**config.mk**
```make
export PLATFORM = sky130hd
export DESIGN_NAME = mux_stream_rr_flat
export DESIGN_NICKNAME = d
export VERILOG_FILES = /design/src/rtl/mux_stream_rr_if.sv /design/src/rtl/mux_stream_rr.sv /design/src/flat_wrapper.sv
export SDC_FILE = /design/constraint.sdc
export NUM_CORES = 1
export LEC_CHECK = 0
export CORE_MARGIN = 5
export CORE_UTILIZATION = 44
export CTS_BUF_LIST = sky130_fd_sc_hd__clkbuf_4
export CTS_CLUSTER_SIZE = 12
export DETAILED_ROUTE_END_ITERATION = 10
export GPL_TIMING_DRIVEN = 1
export HOLD_SLACK_MARGIN = 0.06
export PLACE_DENSITY = 0.82
export SYNTH_ARGS = -nofsm -noshare
export SYNTH_HDL_FRONTEND = slang
export SYNTH_SLANG_ARGS = --single-unit
export TNS_END_PERCENT = 100
```
**constraint.sdc**
```tcl
create_clock -name clk -period 4.5 [get_ports clk]
set_clock_uncertainty 0.15 [all_clocks]
set_input_delay 1.35 -clock clk [delete_from_list [all_inputs] [get_ports clk]]
set_output_delay 1.35 -clock clk [all_outputs]
set_load 0.005 [all_outputs]
```
**src/rtl/mux_stream_rr_if.sv**
```systemverilog
// Stream-mux bus: per-channel input handshakes, select controls and the single output stream.
// The master side is the producers/consumer environment; the slave side is the multiplexer.
interface mux_stream_rr_if #(
    parameter int NUM_CH = 4,
    parameter int DATA_W = 4
);
    localparam int SEL_W = $clog2(NUM_CH);

    logic                     mode;
    logic [SEL_W-1:0]         sel;
    logic [NUM_CH*DATA_W-1:0] in_data;
    logic [NUM_CH-1:0]        in_valid;
    logic [NUM_CH-1:0]        in_last;
    logic [NUM_CH-1:0]        in_ready;
    logic [DATA_W-1:0]        out_data;
    logic [SEL_W-1:0]         out_ch;
    logic                     out_valid;
    logic                     out_ready;

    modport master (
        output mode, sel, in_data, in_valid, in_last, out_ready,
        input  in_ready, out_data, out_ch, out_valid
    );

    modport slave (
        input  mode, sel, in_data, in_valid, in_last, out_ready,
        output in_ready, out_data, out_ch, out_valid
    );
endinterface

```
**src/rtl/mux_stream_rr.sv**
```systemverilog
// Registered N-to-1 stream multiplexer with direct-select and round-robin modes.
// Optional packet lock (keep the grant on one channel until in_last) under `define MUX_PKT_LOCK_EN.
module mux_stream_rr #(
    parameter int NUM_CH = 4,
    parameter int DATA_W = 4
) (
    input logic            clk,
    input logic            rst_n,
    mux_stream_rr_if.slave bus
);
    localparam int SEL_W = $clog2(NUM_CH);

    logic                  load_en;
    logic [NUM_CH-1:0]     arb_grant;
    logic [NUM_CH-1:0]     grant;
    logic                  gnt_any;
    logic [SEL_W-1:0]      gnt_idx;
    logic [DATA_W-1:0]     gnt_data;
    logic                  gnt_last;
    logic                  xfer;

    logic [DATA_W-1:0]     out_data_q,  out_data_d;
    logic [SEL_W-1:0]      out_ch_q,    out_ch_d;
    logic                  out_valid_q, out_valid_d;
    logic [SEL_W-1:0]      rr_last_q,   rr_last_d;

    // The output register can take a new beat when empty or being drained this cycle.
    assign load_en = !out_valid_q || bus.out_ready;

    always_comb begin
        logic found;
        int   idx;
        arb_grant = '0;
        found     = 1'b0;
        idx       = 0;
        if (!bus.mode) begin
            for (int i = 0; i < NUM_CH; i++) begin
                arb_grant[i] = bus.in_valid[i] && (bus.sel == SEL_W'(i));
            end
        end else begin
            // Search starts one past the last granted channel, wrapping to 0.
            for (int k = 1; k <= NUM_CH; k++) begin
                idx = (int'(rr_last_q) + k) % NUM_CH;
                if (!found && bus.in_valid[idx]) begin
                    arb_grant[idx] = 1'b1;
                    found          = 1'b1;
                end
            end
        end
    end

`ifdef MUX_PKT_LOCK_EN
    logic             lock_q,    lock_d;
    logic [SEL_W-1:0] lock_ch_q, lock_ch_d;

    // While a packet is open only its channel may be granted, regardless of mode.
    always_comb begin
        grant = arb_grant;
        if (lock_q) begin
            for (int i = 0; i < NUM_CH; i++) begin
                grant[i] = bus.in_valid[i] && (lock_ch_q == SEL_W'(i));
            end
        end
    end

    always_comb begin
        lock_d    = lock_q;
        lock_ch_d = lock_ch_q;
        if (xfer) begin
            lock_d    = !gnt_last;
            lock_ch_d = gnt_idx;
        end
    end

    always_ff @(posedge clk or negedge rst_n) begin
        if (!rst_n) begin
            lock_q    <= 1'b0;
            lock_ch_q <= '0;
        end else begin
            lock_q    <= lock_d;
            lock_ch_q <= lock_ch_d;
        end
    end
`else
    logic unused_in_last;

    assign grant          = arb_grant;
    assign unused_in_last = ^bus.in_last;
`endif

    always_comb begin
        gnt_any  = |grant;
        gnt_idx  = '0;
        gnt_data = '0;
        gnt_last = 1'b0;
        for (int i = 0; i < NUM_CH; i++) begin
            if (grant[i]) begin
                gnt_idx  = SEL_W'(i);
                gnt_data = bus.in_data[i*DATA_W +: DATA_W];
                gnt_last = bus.in_last[i];
            end
        end
    end

    assign xfer         = load_en && gnt_any;
    assign bus.in_ready = load_en ? grant : '0;

    always_comb begin
        out_data_d  = out_data_q;
        out_ch_d    = out_ch_q;
        out_valid_d = out_valid_q;
        rr_last_d   = rr_last_q;
        if (load_en) begin
            out_valid_d = gnt_any;
        end
        if (xfer) begin
            out_data_d = gnt_data;
            out_ch_d   = gnt_idx;
            if (bus.mode) begin
                rr_last_d = gnt_idx;
            end
        end
    end

    always_ff @(posedge clk or negedge rst_n) begin
        if (!rst_n) begin
            out_data_q  <= '0;
            out_ch_q    <= '0;
            out_valid_q <= 1'b0;
            rr_last_q   <= SEL_W'(NUM_CH - 1);
        end else begin
            out_data_q  <= out_data_d;
            out_ch_q    <= out_ch_d;
            out_valid_q <= out_valid_d;
            rr_last_q   <= rr_last_d;
        end
    end

    assign bus.out_data  = out_data_q;
    assign bus.out_ch    = out_ch_q;
    assign bus.out_valid = out_valid_q;
endmodule

```
**src/flat_wrapper.sv**
```systemverilog
// flat-port wrapper written by rule: the top's interface ports become plain ports
module mux_stream_rr_flat 
#(
    parameter int NUM_CH = 4,
    parameter int DATA_W = 4
)
  (clk, rst_n, bus_mode, bus_sel, bus_in_data, bus_in_valid, bus_in_last, bus_out_ready, bus_in_ready, bus_out_data, bus_out_ch, bus_out_valid);
  mux_stream_rr_if #(.NUM_CH(NUM_CH), .DATA_W(DATA_W)) bus_i ();
  input logic clk;
  input logic rst_n;
  input wire logic [$bits(bus_i.mode)-1:0] bus_mode;
  input wire logic [$bits(bus_i.sel)-1:0] bus_sel;
  input wire logic [$bits(bus_i.in_data)-1:0] bus_in_data;
  input wire logic [$bits(bus_i.in_valid)-1:0] bus_in_valid;
  input wire logic [$bits(bus_i.in_last)-1:0] bus_in_last;
  input wire logic [$bits(bus_i.out_ready)-1:0] bus_out_ready;
  output wire logic [$bits(bus_i.in_ready)-1:0] bus_in_ready;
  output wire logic [$bits(bus_i.out_data)-1:0] bus_out_data;
  output wire logic [$bits(bus_i.out_ch)-1:0] bus_out_ch;
  output wire logic [$bits(bus_i.out_valid)-1:0] bus_out_valid;
  assign bus_i.mode = bus_mode;
  assign bus_i.sel = bus_sel;
  assign bus_i.in_data = bus_in_data;
  assign bus_i.in_valid = bus_in_valid;
  assign bus_i.in_last = bus_in_last;
  assign bus_i.out_ready = bus_out_ready;
  assign bus_in_ready = bus_i.in_ready;
  assign bus_out_data = bus_i.out_data;
  assign bus_out_ch = bus_i.out_ch;
  assign bus_out_valid = bus_i.out_valid;
  mux_stream_rr #(.NUM_CH(NUM_CH), .DATA_W(DATA_W)) u_core (.clk(clk), .rst_n(rst_n), .bus(bus_i));
endmodule
```
==> metrics.yaml, run 1 <==
vias: 1012
postSynthCellCount: 103
hold_depth: 2
path_depth: 8
yosysTopAreaCell: "dfrtp_1"
worst_pin_slew_ps: 482
hold_class: "register to register"
ys_ff_latch: 9
fin_crit_sh_pct: 101
async_flop_share_pct: 100
reg2regPathDepth: 13
rows: 17
crit_type: "input pin to primary output"
internal_power_mw: 0.456
first_pass_iters: 4
gp_congestion: 0.914
clock-sinks: 9
leakage_nw: 0.660
critPathRequiredTime_ps: 3000
layout.area.seq_sq_um: 228
rsz0062_at_grt: "true"
synth_nets: 141
yosys-top-cells-count: "nand2_1 (13), inv_1 (10), nor2_1 (9)"
worstSetupStartpointType: "input pin"
grt_max_degree: 13
layout.cells.non_filler: 185
critical_path_buf_inv_count: 3
wire_per_inst_microns: 15.1
cp_cell_sequence: "buf_8, mux4_2, nor4b_4, buf_4, nand2_2, a41o_1, nor2_1, buf_2"
synthTopCellsByArea: "dfrtp_1 (18%), ha_1 (10%), mux4_1 (8.1%)"
status: "finished, violations left"
synth_top_cell_area_share_pct: 18.1
drtIter0Drc: 12
n_antenna_cell: 0
place_area_sq_um: 1440
finalSetupViolations: 3
multiInputGateArea_sq_um: 684
fp.dieArea_sq_um: 3240
p_sw_share_pct: 42.6
root_buffer: "clkbuf_4"
holdWs_ps: 390
arrival_ps: 3040
synth.most_common_cell: "nand2_1"
violations: "negative setup slack"
grt_overflow: 0
numCtsBuffers: 3
start_util_pct: 45.1
synth-main-ff-cell: "dfrtp_1"
yosysWarnings: 0
synth_edf_count: 0
synth_area_per_cell_sq_um: 9.41
drc: 0
fill_cells: 165
finalWirelength_microns: 2790
critical-path-top-delay-family: "multiplexers"
endpoint_kind: "primary output"
grt_pass1_vias: 1024
hpwl_microns: 2170
synth.lib_cells_used.distinct: 33
clockBufferDepth: 2
synth_area_sq_um: 970
post_drt_via_cell_ratio: 5.47
fmax_mhz: 220
cp_max_fo: 4
cap_violations: 0
antenna_found_initial: 0
die_x_microns: 56.9
drive_gt1_share_pct: 32.5
relSlewSlack_pct: 67.8
comb_power_share_pct: 73.2
final.setup.worst_slack_ps: -39.7
ios: 41
clk_latency_ps: 250
fin_crit_ps: 4540
grt_use_total_pct: 17.2
power_density_nw_per_um2: 528
nNetsFinal: 196
die_y_microns: 56.9
power.switching_mw: 0.338
seqPwrFrac_pct: 19.1
coreArea_sq_um: 2150
design_area_sq_um: 1500
dp.cells: 177
holdBufCountCts: 0
ant_nets: 0
clkTransAtPathRegs_ps: 60
htreeDepth: 1
grt_first_pass_wirelength_microns: 4480
seq_area_frac_synth_pct: 23.5
peakVddDrop_mv: 0.275
critical-path-max-stage-delay_ps: 540
io_buffers: 36
clkPwrFrac_pct: 7.7
cpMaxStageDelayCell: "mux4_2"
area_growth_pct: 55.1
slew_violations: 0
hold_viol: 0
cts_tree: "built"
-- registers in the layout (all words and copies together), names as in the netlist --
signal                cells
u_core.rr_last_q          2
u_core.bus.out_data       4
u_core.bus.out_valid      1
u_core.bus.out_ch         2
-- power groups by stage --
stage / logic (mW) / registers, mW / clock network, mW
2_1_floorplan: 0.322 / 0.159 / 0
3_3_place_gp: 0.505 / 0.150 / 0
3_5_place_dp: 0.525 / 0.154 / 0
4_1_cts: 0.555 / 0.152 / 0.0633
5_1_grt: 0.625 / 0.158 / 0.0659
6_report: 0.581 / 0.152 / 0.0610
-- layout make-up --
type / instances / area share, %
multi-input cells: 79 / 45.5
repair buffers: 55 / 32.7
flip-flops and latches: 9 / 15.1
inverters: 10 / 2.50
well taps: 28 / 2.33
clock buffers: 3 / 1.50
clock inverters: 1 / 0.333
-- kinds of logic after synthesis --
| family | synth area share [%] |
|---|---|
| and+or+nand+nor | 18.8 |
| DFF | 23.5 |
| AOI/OAI and AO/OA | 28.8 |
| adders and majority gates | 10.3 |
| buffers and inverters | 8.13 |
| muxes | 10.5 |
-- layer usage --
metal  routed length [microns]  track usage (%)
met4                        22             5.96
met1                      1130             20.0
met3                        86            0.452
met5                         0                0
met2                      1550             33.3
-- final timing paths --
check | startpoint | end | slack, ps
setup reg to reg | u_core.rr_last_q[1]$_DFFE_PN1P_ | u_core.bus.out_data[2]$_DFFE_PN0P_ | 1170
hold / removal | u_core.bus.out_ch[1]$_DFFE_PN0P_ | u_core.bus.out_ch[1]$_DFFE_PN0P_ | 390
max in group asynchronous | rst_n | u_core.rr_last_q[0]$_DFFE_PN1P_ | 2650
hold reg to reg | u_core.bus.out_ch[1]$_DFFE_PN0P_ | u_core.bus.out_ch[1]$_DFFE_PN0P_ | 390
min in group asynchronous | rst_n | u_core.bus.out_data[3]$_DFFE_PN0P_ | 1230
setup / recovery | bus_in_valid[1] | bus_in_ready[2] | -40
-- worst register-to-register path, cell delays in order (launching register included) --
cell,delay [ps]
dfstp_2,590
inv_1,110
ha_1,320
mux4_2,400
nor4b_4,310
buf_4,180
nand2_2,50
a41o_1,230
buf_4,130
buf_4,170
a41oi_4,190
buf_4,220
nor2_1,50
a31oi_1,160
-- metrics by stage --
stage	setup WS [ps]	TNS [ps]	util [%]	power [mW]
global placement	-754	-2950	66.9	0.656
finish	-39.7	-62.0	70.0	0.793
CTS	17.8	0	67.5	0.770
detailed placement	-783	-3030	66.9	0.679
global route	-131	-350	70.0	0.849
floorplan	78.7	0	-	0.482
-- placed cells by master (no fill, tap or decap), drive strengths merged, types with 2 or more instances in the layout --
cell	netlist	routed
nor2	9	9
inv	10	10
a31o	2	2
nand2	14	14
clkbuf	2	3
a41oi	2	2
clkdlybuf4s50	0	28
a21oi	4	4
dfrtp	7	7
dfstp	2	2
mux4	4	4
a221oi	3	3
nor3b	5	5
o221ai	4	4
a31oi	10	10
a21o	2	2
ha	8	8
o21ai	4	4
buf	3	27
-- what timing repair did --
| item | 4_1_cts | 5_1_grt |
|---|---|---|
| buffers inserted | 2 | 2 |
| pin swaps | 9 | 3 |
| endpoints found under the setup margin | 4 | 4 |
| gates resized for setup | 37 | 12 |
Note: power is estimated with default switching activity, not from simulation.
==> inputs of run 2 (changes only) <==
--- a/config.mk
+++ b/config.mk
@@ -5,7 +5,7 @@
 export SDC_FILE = /design/constraint.sdc
 export NUM_CORES = 1
 export LEC_CHECK = 0
-export CORE_MARGIN = 5
+export CORE_MARGIN = 2
 export CORE_UTILIZATION = 44
 export CTS_BUF_LIST = sky130_fd_sc_hd__clkbuf_4
 export CTS_CLUSTER_SIZE = 12
==> run 2 against run 1 <==
  * The run still ends with negative setup slack left
  * Routed wire length rose by 0.72%
  * First-iteration DRC count fell by 17%
  * Total power rose by 4.9%
  * Via count rose by 2.2%
  * Register-to-register slack got worse by 180 ps
  * Critical path depth rose by 1
  * Final area rose by 2.3%
  * Largest power group unchanged
  * Sequential share of layout area fell by 0.34 points
  * Flip-flop and latch count did not move
  * Maximum frequency fell by 0.69%
  * Clock-buffer cell count rose by 1
==> metrics.yaml, run 2 (synthesis results as in run 1) <==
cp_max_fo: 5  # +1
die_x_microns: 50.9  # -11%
leakage_nw: 0.668  # +1.1%
slew_violations: 0  # unchanged
grt_pass1_vias: 970  # -5.3%
preCtsSetupSlack_ps: -805  # -21.9 ps
hold_class: "register to register"
status: "finished, violations left"
n_antenna_cell: 0  # unchanged
fp.dieArea_sq_um: 2600  # -20%
drtIter0Drc: 10  # -2
area_growth_pct: 58.7
critPathRequiredTime_ps: 3000  # about the same
layout.cells.non_filler: 187  # +1.1%
violations: "negative setup slack"
clkTransAtPathRegs_ps: 60  # about the same
drive_gt1_share_pct: 33.8  # +1.3 points
hold_viol: 0  # unchanged
fin_setup_tns_ps: -139  # -77.1 ps
hpwl_microns: 2130  # -1.6%
rsz0062_at_grt: "true"
dp.cells: 176  # -0.56%
clk_latency_ps: 260  # about the same
grt_overflow: 0  # unchanged
ios: 41  # unchanged
ant_nets: 0  # unchanged
numCtsBuffers: 3  # unchanged
worstSetupStartpointType: "input pin"
rows: 16  # -1
post-route-util_pct: 76.1  # +6.1 points
fin_crit_sh_pct: 102  # +0.70 points
largest_reg_flops: 4  # unchanged
start_util_pct: 48.0  # +2.8 points
vias: 1034  # +2.2%
root_buffer: "clkbuf_4"
crit_type: "input pin to primary output"
drc: 0  # unchanged
arrival_ps: 3070  # +30 ps
htreeDepth: 1  # unchanged
fill_cells: 129  # -22%
relSlewSlack_pct: 67.5  # -0.31 points
nNetsFinal: 199  # +1.5%
clockBufferDepth: 2  # unchanged
peakVddDrop_mv: 0.397  # +44%
grt_first_pass_wirelength_microns: 4540  # +1.4%
finalWirelength_microns: 2810  # +0.72%
wire_per_inst_microns: 15.0  # -0.36%
final_cell_mix: "clkdlybuf4s50_1 (28), buf_4 (20), nand2_1 (12)"
grt_max_degree: 15  # +2
worst_pin_slew_ps: 486  # +3.13 ps
endpoint_kind: "primary output"
post_drt_via_cell_ratio: 5.53  # +1.1%
coreArea_sq_um: 2020  # -5.9%
antenna_found_initial: 0  # unchanged
first_pass_iters: 4  # unchanged
fmax_mhz: 219  # -0.69%
gp_congestion: 0.891  # -2.5%
clock-sinks: 9  # unchanged
power_density_nw_per_um2: 541  # +2.6%
cap_violations: 0  # unchanged
cts_tree: "built"
finalSetupViolations: 2  # -1
layout_commonest_cell: "clkdlybuf4s50_1"
holdBufCountCts: 0  # unchanged
final.setup.worst_slack_ps: -71.2  # -31.6 ps
grt_use_total_pct: 23.3  # +6.1 points
die_y_microns: 50.9  # -11%
io_buffers: 36  # unchanged
fin_crit_ps: 4570  # +31.6 ps
==> run 2: power by group <==
group | leakage [nW] | switching, mW | internal, mW
combinational | 0.550 | 0.294 | 0.323
clock | 0.0184 | 0.0288 | 0.0402
sequential | 0.0987 | 0.0211 | 0.126
total | 0.668 | 0.344 | 0.489
==> run 2: final cells by class <==
class	instances	area [sq um]	share of cell area, %
Inverter	10	37.5	2.44
Sequential cell	9	228	14.8
Multi-Input combinational cell	79	688	44.7
Timing Repair Buffer	58	522	33.9
Clock buffer	4	30.0	1.95
Tap cell	27	33.8	2.20
==> run 2: routing by layer <==
| metal | track usage, % | part of all wire (%) | wire (microns) |
|---|---|---|---|
| met2 | 41.8 | 52 | 1470 |
| met4 | 5.86 | 1.3 | 36 |
| met3 | 2.05 | 4.7 | 133 |
| met5 | 0 | 0 | 0 |
| met1 | 29.9 | 42 | 1170 |
==> run 2: what timing repair did <==
item | in CTS | in global routing
pin swaps | 8 | 6
cloned | 0 | 0
setup endpoints to repair | 4 | 4
gates resized for setup | 43 | 5
buffers inserted | 5 | 2
==> run 2: worst paths after layout <==
kind,end,startpoint,slack (ps),depth (start not counted)
max,bus_in_ready[3],bus_in_valid[2],-70,9
min,u_core.bus.out_ch[1]$_DFFE_PN0P_,u_core.bus.out_ch[1]$_DFFE_PN0P_,380,2
max reg2reg,u_core.rr_last_q[1]$_DFFE_PN1P_,u_core.rr_last_q[0]$_DFFE_PN1P_,990,13
min reg2reg,u_core.bus.out_ch[1]$_DFFE_PN0P_,u_core.bus.out_ch[1]$_DFFE_PN0P_,380,2
max in group asynchronous,u_core.rr_last_q[0]$_DFFE_PN1P_,rst_n,2660,1
min in group asynchronous,u_core.bus.out_data[2]$_DFFE_PN0P_,rst_n,1220,1
==> run 2: stage by stage <==
stage	instance area [sq um]	power [mW]	hold WS (ps)
finish	1540	0.833	380
global route	1540	0.889	417
CTS	1510	0.811	384
detailed placement	1440	0.675	376
global placement	1440	0.653	364
floorplan	970	0.482	372
==> run 2: critical path, cell delays in order <==
cell     delay [ps]
buf_8           100
mux4_2          540
buf_6           150
nor3b_4         250
buf_4           170
nand2_2          60
a31o_1          230
nor2_1           90
buf_2           120
